### config.mk
export PLATFORM = sky130hd
export DESIGN_NAME = ddr3_ba_delay_step_ctrl
export DESIGN_NICKNAME = d
export VERILOG_FILES = /design/src/rtl/ddr3_ba_delay_step_ctrl.sv
export SDC_FILE = /design/constraint.sdc
export NUM_CORES = 1
export LEC_CHECK = 0
export ABC_CLOCK_PERIOD_IN_PS = 6400
export BUFFER_PORTS_ARGS = -buffer_cell sky130_fd_sc_hd__buf_2
export CORE_MARGIN = 4
export CORE_UTILIZATION = 30
export CTS_CLUSTER_SIZE = 28
export DETAILED_ROUTE_END_ITERATION = 10
export GPL_TIMING_DRIVEN = 0
export SLEW_MARGIN = 15
export SYNTH_ARGS = -nofsm -noshare
export SYNTH_HDL_FRONTEND = slang
export SYNTH_SLANG_ARGS = --single-unit
export TNS_END_PERCENT = 50
### constraint.sdc
create_clock -name FAB_CLK -period 6.4 [get_ports FAB_CLK]
set_input_delay 1.28 -clock FAB_CLK [delete_from_list [all_inputs] [get_ports FAB_CLK]]
set_output_delay 1.28 -clock FAB_CLK [all_outputs]
set_load 0.02 [all_outputs]
### src/rtl/ddr3_ba_delay_step_ctrl.sv
// Bank-address IOD delay-line sequencer: turns absolute per-lane tap requests
// into LOAD / MOVE / DIRECTION pulse trains and tracks each lane's current tap.

module ddr3_ba_delay_step_lane #(
   parameter int TAP_W       = 8,
   parameter int DEFAULT_TAP = 1
) (
   input  logic             clk,
   input  logic             rst,
   input  logic             nxt_move,
   input  logic             nxt_load,
   input  logic             nxt_dir,
   input  logic             tap_en,
   input  logic             tap_inc,
   input  logic             tap_rld,
   output logic [TAP_W-1:0] tap,
   output logic             move,
   output logic             load,
   output logic             dir
);

   always_ff @(posedge clk) begin
      if (rst) begin
         tap  <= TAP_W'(DEFAULT_TAP);
         move <= 1'b0;
         load <= 1'b0;
         dir  <= 1'b0;
      end else begin
         move <= nxt_move;
         load <= nxt_load;
         dir  <= nxt_dir;
         if (tap_rld)
            tap <= TAP_W'(DEFAULT_TAP);
         else if (tap_en)
            tap <= tap_inc ? tap + TAP_W'(1) : tap - TAP_W'(1);
      end
   end

endmodule

module ddr3_ba_delay_step_ctrl #(
   parameter int NUM_LANES     = 3,
   parameter int TAP_W         = 8,
   parameter int DEFAULT_TAP   = 1,
   parameter int MAX_TAP       = 255,
   parameter int SETTLE_CYCLES = 4
) (
   input  logic                       FAB_CLK,
   input  logic                       TX_SYNC_RST,
   input  logic                       REQ_VALID,
   output logic                       REQ_READY,
   input  logic [1:0]                 REQ_LANE,
   input  logic                       REQ_LOAD,
   input  logic [TAP_W-1:0]           REQ_TAP,
   output logic                       RESP_ACK,
   output logic                       RESP_ERR,
   output logic                       BUSY,
   output logic [NUM_LANES*TAP_W-1:0] CUR_TAP,
   output logic [NUM_LANES-1:0]       DELAY_LINE_LOAD,
   output logic [NUM_LANES-1:0]       DELAY_LINE_MOVE,
   output logic [NUM_LANES-1:0]       DELAY_LINE_DIRECTION,
   input  logic [NUM_LANES-1:0]       DELAY_LINE_OUT_OF_RANGE
);

   localparam int CNT_W = $clog2(SETTLE_CYCLES + 1);
   // One spare bit so the range check stays meaningful when MAX_TAP is the full counter range
   localparam logic [TAP_W:0] MAX_X = (TAP_W + 1)'(MAX_TAP);

   typedef enum logic [2:0] {IDLE, SETUP, STEP, GAP, LOAD, DONE} state_t;

   state_t                             state, nxt_state;
   logic [1:0]                         lane_q, nxt_lane, cmd_lane;
   logic [TAP_W-1:0]                   target_q, nxt_target;
   logic                               load_q, nxt_load_q;
   logic                               dir_q, nxt_dir_q;
   logic                               err_q, nxt_err;
   logic [CNT_W-1:0]                   cnt, nxt_cnt;
   logic [NUM_LANES-1:0]               sel;
   logic [NUM_LANES-1:0][TAP_W-1:0]    taps;
   logic [TAP_W-1:0]                   cur_sel, stepped;
   logic                               oor_sel, req_bad;
   logic                               tap_en, tap_rld;
   logic                               move_on, load_on, dir_on;

   // While idle the incoming request picks the lane so the first registered pulse lands on it
   assign cmd_lane = (state == IDLE) ? REQ_LANE : lane_q;

   always_comb begin
      sel     = '0;
      cur_sel = '0;
      for (int i = 0; i < NUM_LANES; i++) begin
         if (cmd_lane == 2'(i)) begin
            sel[i]  = 1'b1;
            cur_sel = taps[i];
         end
      end
   end

   assign oor_sel = |(DELAY_LINE_OUT_OF_RANGE & sel);
   assign stepped = dir_q ? cur_sel + TAP_W'(1) : cur_sel - TAP_W'(1);
   assign req_bad = (32'(REQ_LANE) >= 32'(NUM_LANES)) ||
                    (!REQ_LOAD && ({1'b0, REQ_TAP} > MAX_X));

   always_comb begin
      nxt_state  = state;
      nxt_lane   = lane_q;
      nxt_target = target_q;
      nxt_load_q = load_q;
      nxt_dir_q  = dir_q;
      nxt_err    = err_q;
      nxt_cnt    = cnt;
      tap_en     = 1'b0;
      tap_rld    = 1'b0;
      case (state)
         IDLE: begin
            if (REQ_VALID && REQ_READY) begin
               nxt_lane   = REQ_LANE;
               nxt_target = REQ_TAP;
               nxt_load_q = REQ_LOAD;
               nxt_dir_q  = 1'b0;
               nxt_err    = 1'b0;
               if (req_bad) begin
                  nxt_err   = 1'b1;
                  nxt_state = DONE;
               end else if (REQ_LOAD) begin
                  nxt_state = LOAD;
               end else if (REQ_TAP == cur_sel) begin
                  nxt_state = DONE;
               end else begin
                  nxt_dir_q = (REQ_TAP > cur_sel);
                  nxt_state = SETUP;
               end
            end
         end
         SETUP: nxt_state = STEP;
         STEP, LOAD: begin
            nxt_cnt   = CNT_W'(SETTLE_CYCLES);
            nxt_state = GAP;
         end
         GAP: begin
            if (cnt == CNT_W'(1)) begin
               if (load_q) begin
                  tap_rld   = 1'b1;
                  nxt_err   = oor_sel;
                  nxt_state = DONE;
               end else if (oor_sel) begin
                  nxt_err   = 1'b1;
                  nxt_state = DONE;
               end else begin
                  tap_en    = 1'b1;
                  nxt_state = (stepped == target_q) ? DONE : STEP;
               end
            end else begin
               nxt_cnt = cnt - CNT_W'(1);
            end
         end
         DONE:    nxt_state = IDLE;
         default: nxt_state = IDLE;
      endcase
   end

   // Pulse outputs are decoded from the next state and registered in the lanes
   assign move_on = (nxt_state == STEP);
   assign load_on = (nxt_state == LOAD);
   assign dir_on  = nxt_dir_q &&
                    ((nxt_state == SETUP) || (nxt_state == STEP) || (nxt_state == GAP));

   always_ff @(posedge FAB_CLK) begin
      if (TX_SYNC_RST) begin
         state     <= IDLE;
         lane_q    <= '0;
         target_q  <= '0;
         load_q    <= 1'b0;
         dir_q     <= 1'b0;
         err_q     <= 1'b0;
         cnt       <= '0;
         REQ_READY <= 1'b1;
         BUSY      <= 1'b0;
         RESP_ACK  <= 1'b0;
         RESP_ERR  <= 1'b0;
      end else begin
         state     <= nxt_state;
         lane_q    <= nxt_lane;
         target_q  <= nxt_target;
         load_q    <= nxt_load_q;
         dir_q     <= nxt_dir_q;
         err_q     <= nxt_err;
         cnt       <= nxt_cnt;
         REQ_READY <= (nxt_state == IDLE);
         BUSY      <= (nxt_state != IDLE);
         RESP_ACK  <= (nxt_state == DONE);
         RESP_ERR  <= (nxt_state == DONE) && nxt_err;
      end
   end

   for (genvar i = 0; i < NUM_LANES; i++) begin : g_lane
      ddr3_ba_delay_step_lane #(
         .TAP_W       (TAP_W),
         .DEFAULT_TAP (DEFAULT_TAP)
      ) u_lane (
         .clk      (FAB_CLK),
         .rst      (TX_SYNC_RST),
         .nxt_move (move_on & sel[i]),
         .nxt_load (load_on & sel[i]),
         .nxt_dir  (dir_on & sel[i]),
         .tap_en   (tap_en & sel[i]),
         .tap_inc  (dir_q),
         .tap_rld  (tap_rld & sel[i]),
         .tap      (taps[i]),
         .move     (DELAY_LINE_MOVE[i]),
         .load     (DELAY_LINE_LOAD[i]),
         .dir      (DELAY_LINE_DIRECTION[i])
      );
      assign CUR_TAP[i*TAP_W +: TAP_W] = taps[i];
   end

endmodule

After elaboration in Yosys (flattened, before gate mapping). Cells that the tools add are included.

Word-level logic and storage cells: 122. Bits of input ports: 17. Bits in registers: 56. Output and inout port bits: 37.

Mux-type cells: 40. Equal/unequal tests: 15. Order comparisons: 2. Reduce and logical (&&, ||, !) cells: 17. $add $sub $neg: 9. Bitwise operators: 16.

Operators by type and width (count): $mux 8 (7); $add 8x1->8 const B (4); $sub 8x1->8 const B (4); $mux 3 (9); $mux 1 (20); $eq 8x8->1 (2); $and 1x1->1 (15); $eq 3x2->1 const B (4); $pmux 3 s4 (1); $eq 3x1->1 const B (3); $eq 3x3->1 const B (3); $gt 8x8->1 (1); $reduce_or 2->1 (4); $logic_not 3->1 (2); $pmux 3 s2 (1); $reduce_and 2->1 (2); $and 3x3->3 (1); $logic_and 1x1->1 (3); $reduce_bool 3->1 (1); $reduce_or 3->1 (1); $sub 3x1->3 const B (1); $eq 2x1->1 const B (1); $eq 2x2->1 const B (1); $ge 2x2->1 const B (1); 6 further kinds (7).

Longest topological paths before layout.
Depth after elaboration: 19. Gate-level depth with buffers: 16. Mapped depth without buffers: 14.

Hierarchy. Synthesis repeated with hierarchy kept, for this count alone.

Cell total of the unflattened synthesis: 489. Area total of the unflattened synthesis: 4071.4 µm².

Modules (own cells, without submodules): ddr3_ba_delay_step_ctrl (sequential area each 460.4 µm², area an instance 1983.2 µm², instances 1, cells an instance 264); ddr3_ba_delay_step_lane (g_lane[0].u_lane ...) (sequential area each 220.2 µm², area an instance 693.2 µm², instances 2, cells an instance 75); ddr3_ba_delay_step_lane (g_lane[2].u_lane) (sequential area each 220.2 µm², area an instance 701.9 µm², instances 1, cells an instance 75).

Least setup slack after synthesis. Ideal clock, no wire load.

Path kind: input port to flip-flop. Start: in REQ_LANE[1]. End: reg BUSY. Path buffers: 1. Data arrival time: 4.478 ns. Setup time: 0.120 ns. Setup slack: 1.802 ns. Required time: 6.280 ns. Cell stages on the path: 12. Path through: or4b_1 -> and2_1 -> clkbuf_1 -> mux2i_1 -> o21ai_0 -> fa_1 -> xor2_1 -> a2111oi_0 -> nand4_1 -> a211o_1 -> a21o_1 -> a211o_1.

Word-level cells in the longest chain between the ends: 14. Elaborated cells between the ends (all ways): 28. Classes of those cells: add/sub (2); order compare (1); eq/ne (4); mux (17); bitwise (1); reduce/logical (3).

Ends and longest elaborated chain: from (decl) (RTL line 52) `input logic [1:0] REQ_LANE,`; $mux 2 (RTL line 86) `assign cmd_lane = (state == IDLE) ? REQ_LANE : lane_q;`; $logic_not 2->1 (RTL line 92) `if (cmd_lane == 2'(i)) begin`; $mux 8 (3 in a row) (RTL line 92); $sub 8x1->8 or $add 8x1->8 (tied branches) (RTL line 100) `assign stepped = dir_q ? cur_sel + TAP_W'(1) : cur_sel - TAP_W'(1);`; $mux 8 (RTL line 100); $eq 8x8->1 (RTL line 151) `nxt_state = (stepped == target_q) ? DONE : STEP;`; $mux 3 (RTL line 151); $mux 3 (RTL line 146) `end else if (oor_sel) begin`; $mux 3 (RTL line 142) `if (load_q) begin`; $mux 3 (RTL line 141) `if (cnt == CNT_W'(1)) begin`; $pmux 3 s4 (*) (RTL line 114) `case (state)`; $reduce_bool 3->1 (*) (RTL line 190) `BUSY <= (nxt_state != IDLE);`; to (signal assigned) (RTL line 190); to (decl) (RTL line 57) `output logic BUSY,`.

Every way passes the cells marked *; elsewhere a longest branch is shown, timed or not. A chain may end at the register's enable or synchronous reset.

Final worst setup path. Same ends and word-level chain as after synthesis.

==> results_dict.tcl <==
set metrics [dict create \
    run_status "finished, final reports clean" \
    synth_compound_area_share_pct 18.42 \
    postSynthAreaPerCell_um2 8.243 \
    synthAdderAreaFrac_pct 13.36 \
    ys_async_sr_fraction_pct 0 \
    max_cap_viol_count 0 \
    routed-via-count 3382 \
    cts_root_buf "clkbuf_16" \
    synth_edf_count 0 \
    postSynthCellCount 459 \
    yosys-mux-area-fraction_pct 5.886 \
    reg2reg_capture_point "BUSY" \
    clock_buffer_count_from_cts 5 \
    drv_slew 0 \
    synth_cell_type_count 51 \
    synth_top_family_by_area "simple AND/OR/NAND/NOR gates" \
    clk-insertion-delay-late_ns 0.30 \
    core_area_mm2 0.01216 \
    dominantRegCellSynth "dfxtp_1" \
    cts_resized 0 \
    synth_simple_gate_area_share_pct 21.03 \
    rsz0062_at_grt "no" \
    worst_slack_ns 1.008 \
    worst_path_dominant_cell_family "compound AO/OA/AOI/OAI gates" \
    num_io_pins 54 \
    final_period_minus_worst_setup_slack_ns 5.392 \
    number_of_global_route_vias_before_repair 3369 \
    viasPerCell 4.916 \
    worst_setup_hold_path_clk_slew_ns 0.08 \
    maxClockFrequency_mhz 185.5 \
    maximum_number_of_pins_on_one_net_before_global_route_repair 33 \
    gr-usage-all-layers_pct 13.72 \
    critical-path-max-stage-delay_ns 0.65 \
    finalSetupViolCount 0 \
    critical_path.startpoint_type "primary input" \
    end_kind "flip-flop" \
    critical_path.cell_chain "buf_2 -> or4b_1 -> and2_1 -> clkbuf_1 -> mux2i_1 -> o21ai_0 -> ha_1 -> a21oi_1 -> o21ai_0 -> a2111oi_0 -> nand4_1 -> a211o_1 -> a21o_1 -> a211o_1" \
    sequential_cell_area_fraction_in_the_yosys_report_pct 29.63 \
    dp_slack_ns 0.7715 \
    num_antenna_cells 0 \
    worst-path-buf-inv 2 \
    tightestPinTransition_ns 0.7124 \
    cts_max_level 2 \
    post-route-drc-count 0 \
    cellLeakagePower_nw 1.911 \
    fp.dieW_um 120.3 \
    layout-area-overhead-vs-synth_pct 16.47 \
    min_path_type "reg2reg" \
    n_fill_cell 1292 \
    finalNetCount 574 \
    hold_path_depth 2 \
    maxSlewHeadroom_pct 51.28 \
    syn-num-nets 514 \
    die_height_um 120.3 \
    post_drt_wl_per_cell_um 14.43 \
    post_synth_xor_area_fraction_pct 6.944 \
    initial_antenna_violation_count 0 \
    max-clock-path-buffers 2 \
    port-buffer-count 53 \
    cts_sinks 56 \
    worst-endpoint-arrival_ns 5.57 \
    num_rows 40 \
    rrSetupSlack_ns 1.28 \
    detailedRoute.firstIterationViolations 151 \
    worst-setup-path-type "in2reg" \
    worstPathMaxFanout 10 \
    timing.rr.start "state[2]" \
    holdPathEnd "target_q[1]" \
    tritoncts "built" \
    firstDrtPassIters 4 \
    fp.dieArea_mm2 0.01447 \
    total_gr_overflow 0 \
    drtAntennaViolNets 0 \
    gp_congestion 0.7881 \
    post_route_cells_drive_above_1_share_pct 14.62 \
    ff2ff_path_depth 14 \
    ys.warnings.count 0 \
    critical_path.slowest_cell "a2111oi_0" \
    cp.required_ns 6.58 \
    pwr_density_cell_mw_per_mm2 263.2 \
    hold_buffers 0 \
    min-delay-start "target_q[1]" \
    finClkSkew_ns 0.007660 \
    max-vdd-ir-drop_mv 0.1222 \
    postCtsSetupRepairBufs 0 \
    starting_density_pct 31.11 \
    hold_violations 0 \
    place_hpwl_mm 7.698 \
    grt_first_pass_wirelength_mm 16.26 \
    drt_wl_total_mm 9.931 \
    synth_seq_cells 56 \
    final_setup_tns_ns 0 \
    synth_area_mm2 0.003784 \
    min_period_over_period_pct 84.25 \
]
## worst reg2reg max path: stages, from the launching register on
cell	delay [ns]
dfxtp_1	0.35
clkbuf_1	0.23
o31ai_1	0.64
and2_1	0.24
clkbuf_1	0.50
mux2i_1	0.20
o21ai_0	0.46
ha_1	0.40
a21oi_1	0.15
o21ai_0	0.17
a2111oi_0	0.65
nand4_1	0.18
a211o_1	0.31
a21o_1	0.23
a211o_1	0.28
## logic make-up (layout without fill, tap and decap cells)
group | after synthesis | in the layout
AO/OA/AOI/OAI | 110 | 110
XOR/XNOR | 30 | 30
adder cells (fa/ha/maj) | 38 | 38
buffers and inverters | 38 | 99
flip-flops | 56 | 56
multiplexers | 22 | 22
AND/OR/NAND/NOR | 165 | 165
## layout by cell type, fill, tap and decap left out, types with 2 or more instances in the layout
master | netlist | routed
and3_1 | 6 | 6
mux2i_1 | 20 | 20
a2111oi_0 | 2 | 2
o21ai_0 | 12 | 12
a211oi_1 | 3 | 3
buf_2 | 2 | 55
o41a_1 | 3 | 3
nand2_1 | 41 | 41
ha_1 | 34 | 34
clkbuf_1 | 10 | 10
inv_1 | 14 | 14
a211o_1 | 2 | 2
fa_1 | 4 | 4
a21o_1 | 19 | 19
buf_4 | 9 | 9
nor2_1 | 54 | 54
o22ai_1 | 2 | 2
nor2b_1 | 11 | 11
nor4b_1 | 3 | 3
or3_1 | 4 | 4
o21a_1 | 3 | 3
and4_1 | 2 | 2
clkbuf_16 | 0 | 5
nand2b_1 | 7 | 7
nand3_1 | 8 | 8
o21ai_1 | 5 | 5
and2_1 | 4 | 4
a31oi_1 | 4 | 4
a21boi_1 | 2 | 2
xor2_1 | 12 | 12
nand4_1 | 3 | 3
buf_1 | 2 | 2
xnor2_1 | 18 | 18
a21oi_1 | 45 | 45
nor3_1 | 16 | 16
dfxtp_1 | 56 | 56
mux2_1 | 2 | 2
## sequential cells by signal (all words and copies together), names as in the netlist, 2 cells and up
register,cells
cnt,3
target_q,8
g_lane.u_lane.tap,24
state,3
g_lane.u_lane.dir,3
g_lane.u_lane.load,3
g_lane.u_lane.move,3
lane_q,2
## layer usage
layer | track usage [%] | part of all wire [%]
met1 | 18.96 | 49
met3 | 2.385 | 5.1
met2 | 22.76 | 45
met5 | 0 | 0
met4 | 2.479 | 0.75
## how the worst max path moves through the flow
stage | end | cells past startpoint | start
5_1_grt | BUSY | 14 | REQ_LANE[1]
3_5_place_dp | BUSY | 14 | REQ_LANE[1]
2_1_floorplan | BUSY | 12 | REQ_LANE[1]
6_report | BUSY | 14 | REQ_LANE[1]
4_1_cts | BUSY | 14 | REQ_LANE[1]
3_3_place_gp | BUSY | 14 | REQ_LANE[1]
## layout make-up
type / count / area (um^2) / share of cell area, %
Buffer: 23 / 122.6 / 2.783
Clock buffer: 5 / 125.1 / 2.839
Clock inverter: 3 / 22.52 / 0.5111
Inverter: 15 / 56.30 / 1.278
Multi-Input combinational cell: 365 / 2484 / 56.36
Sequential cell: 56 / 1121 / 25.44
Tap cell: 168 / 210.2 / 4.770
Timing Repair Buffer: 53 / 265.3 / 6.019
## power by group
group	switching (mW)	leakage (nW)	internal (mW)	total, mW
Sequential	0.0210	0.454	0.378	0.399
Combinational	0.281	1.38	0.198	0.479
Clock	0.135	0.0742	0.147	0.282
Total	0.437	1.91	0.723	1.16
## through the flow
| step | util, % | hold WS [ns] | area (um^2) | power (mW) | cells |
|---|---|---|---|---|---|
| after floorplan | - | 0.4408 | 3784 | 0.7760 | 459 |
| after global placement | 35.02 | 0.4590 | 4259 | 0.8690 | 680 |
| after detailed placement | 35.02 | 0.4632 | 4259 | 0.8794 | 680 |
| after CTS | 36.23 | 0.4754 | 4407 | 1.163 | 688 |
| after global routing | 36.23 | 0.4998 | 4407 | 1.241 | 688 |
| final | 36.23 | 0.4720 | 4407 | 1.160 | 688 |
## synth_stat cells, drive strengths merged, types with 2 or more instances
master / instances / area (um^2)
a2111oi: 2 / 17.52
a211o: 2 / 17.52
a211oi: 3 / 22.52
a21boi: 3 / 22.52
a21o: 19 / 142.6
a21oi: 45 / 225.2
a31oi: 4 / 25.02
and2: 4 / 25.02
and3: 6 / 37.54
and4: 2 / 17.52
buf: 13 / 85.08
clkbuf: 10 / 37.54
dfxtp: 56 / 1121
fa: 4 / 80.08
ha: 34 / 425.4
inv: 14 / 52.55
mux2: 2 / 22.52
mux2i: 20 / 200.2
nand2: 41 / 153.9
nand2b: 7 / 43.79
nand3: 8 / 40.04
nand4: 3 / 18.77
nor2: 54 / 202.7
nor2b: 11 / 68.82
nor3: 17 / 96.35
nor4b: 3 / 26.28
o21a: 3 / 22.52
o21ai: 17 / 85.08
o22ai: 2 / 12.51
o41a: 3 / 33.78
or3: 4 / 25.02
xnor2: 18 / 157.7
xor2: 12 / 105.1
(Power assumes the default switching activity.)
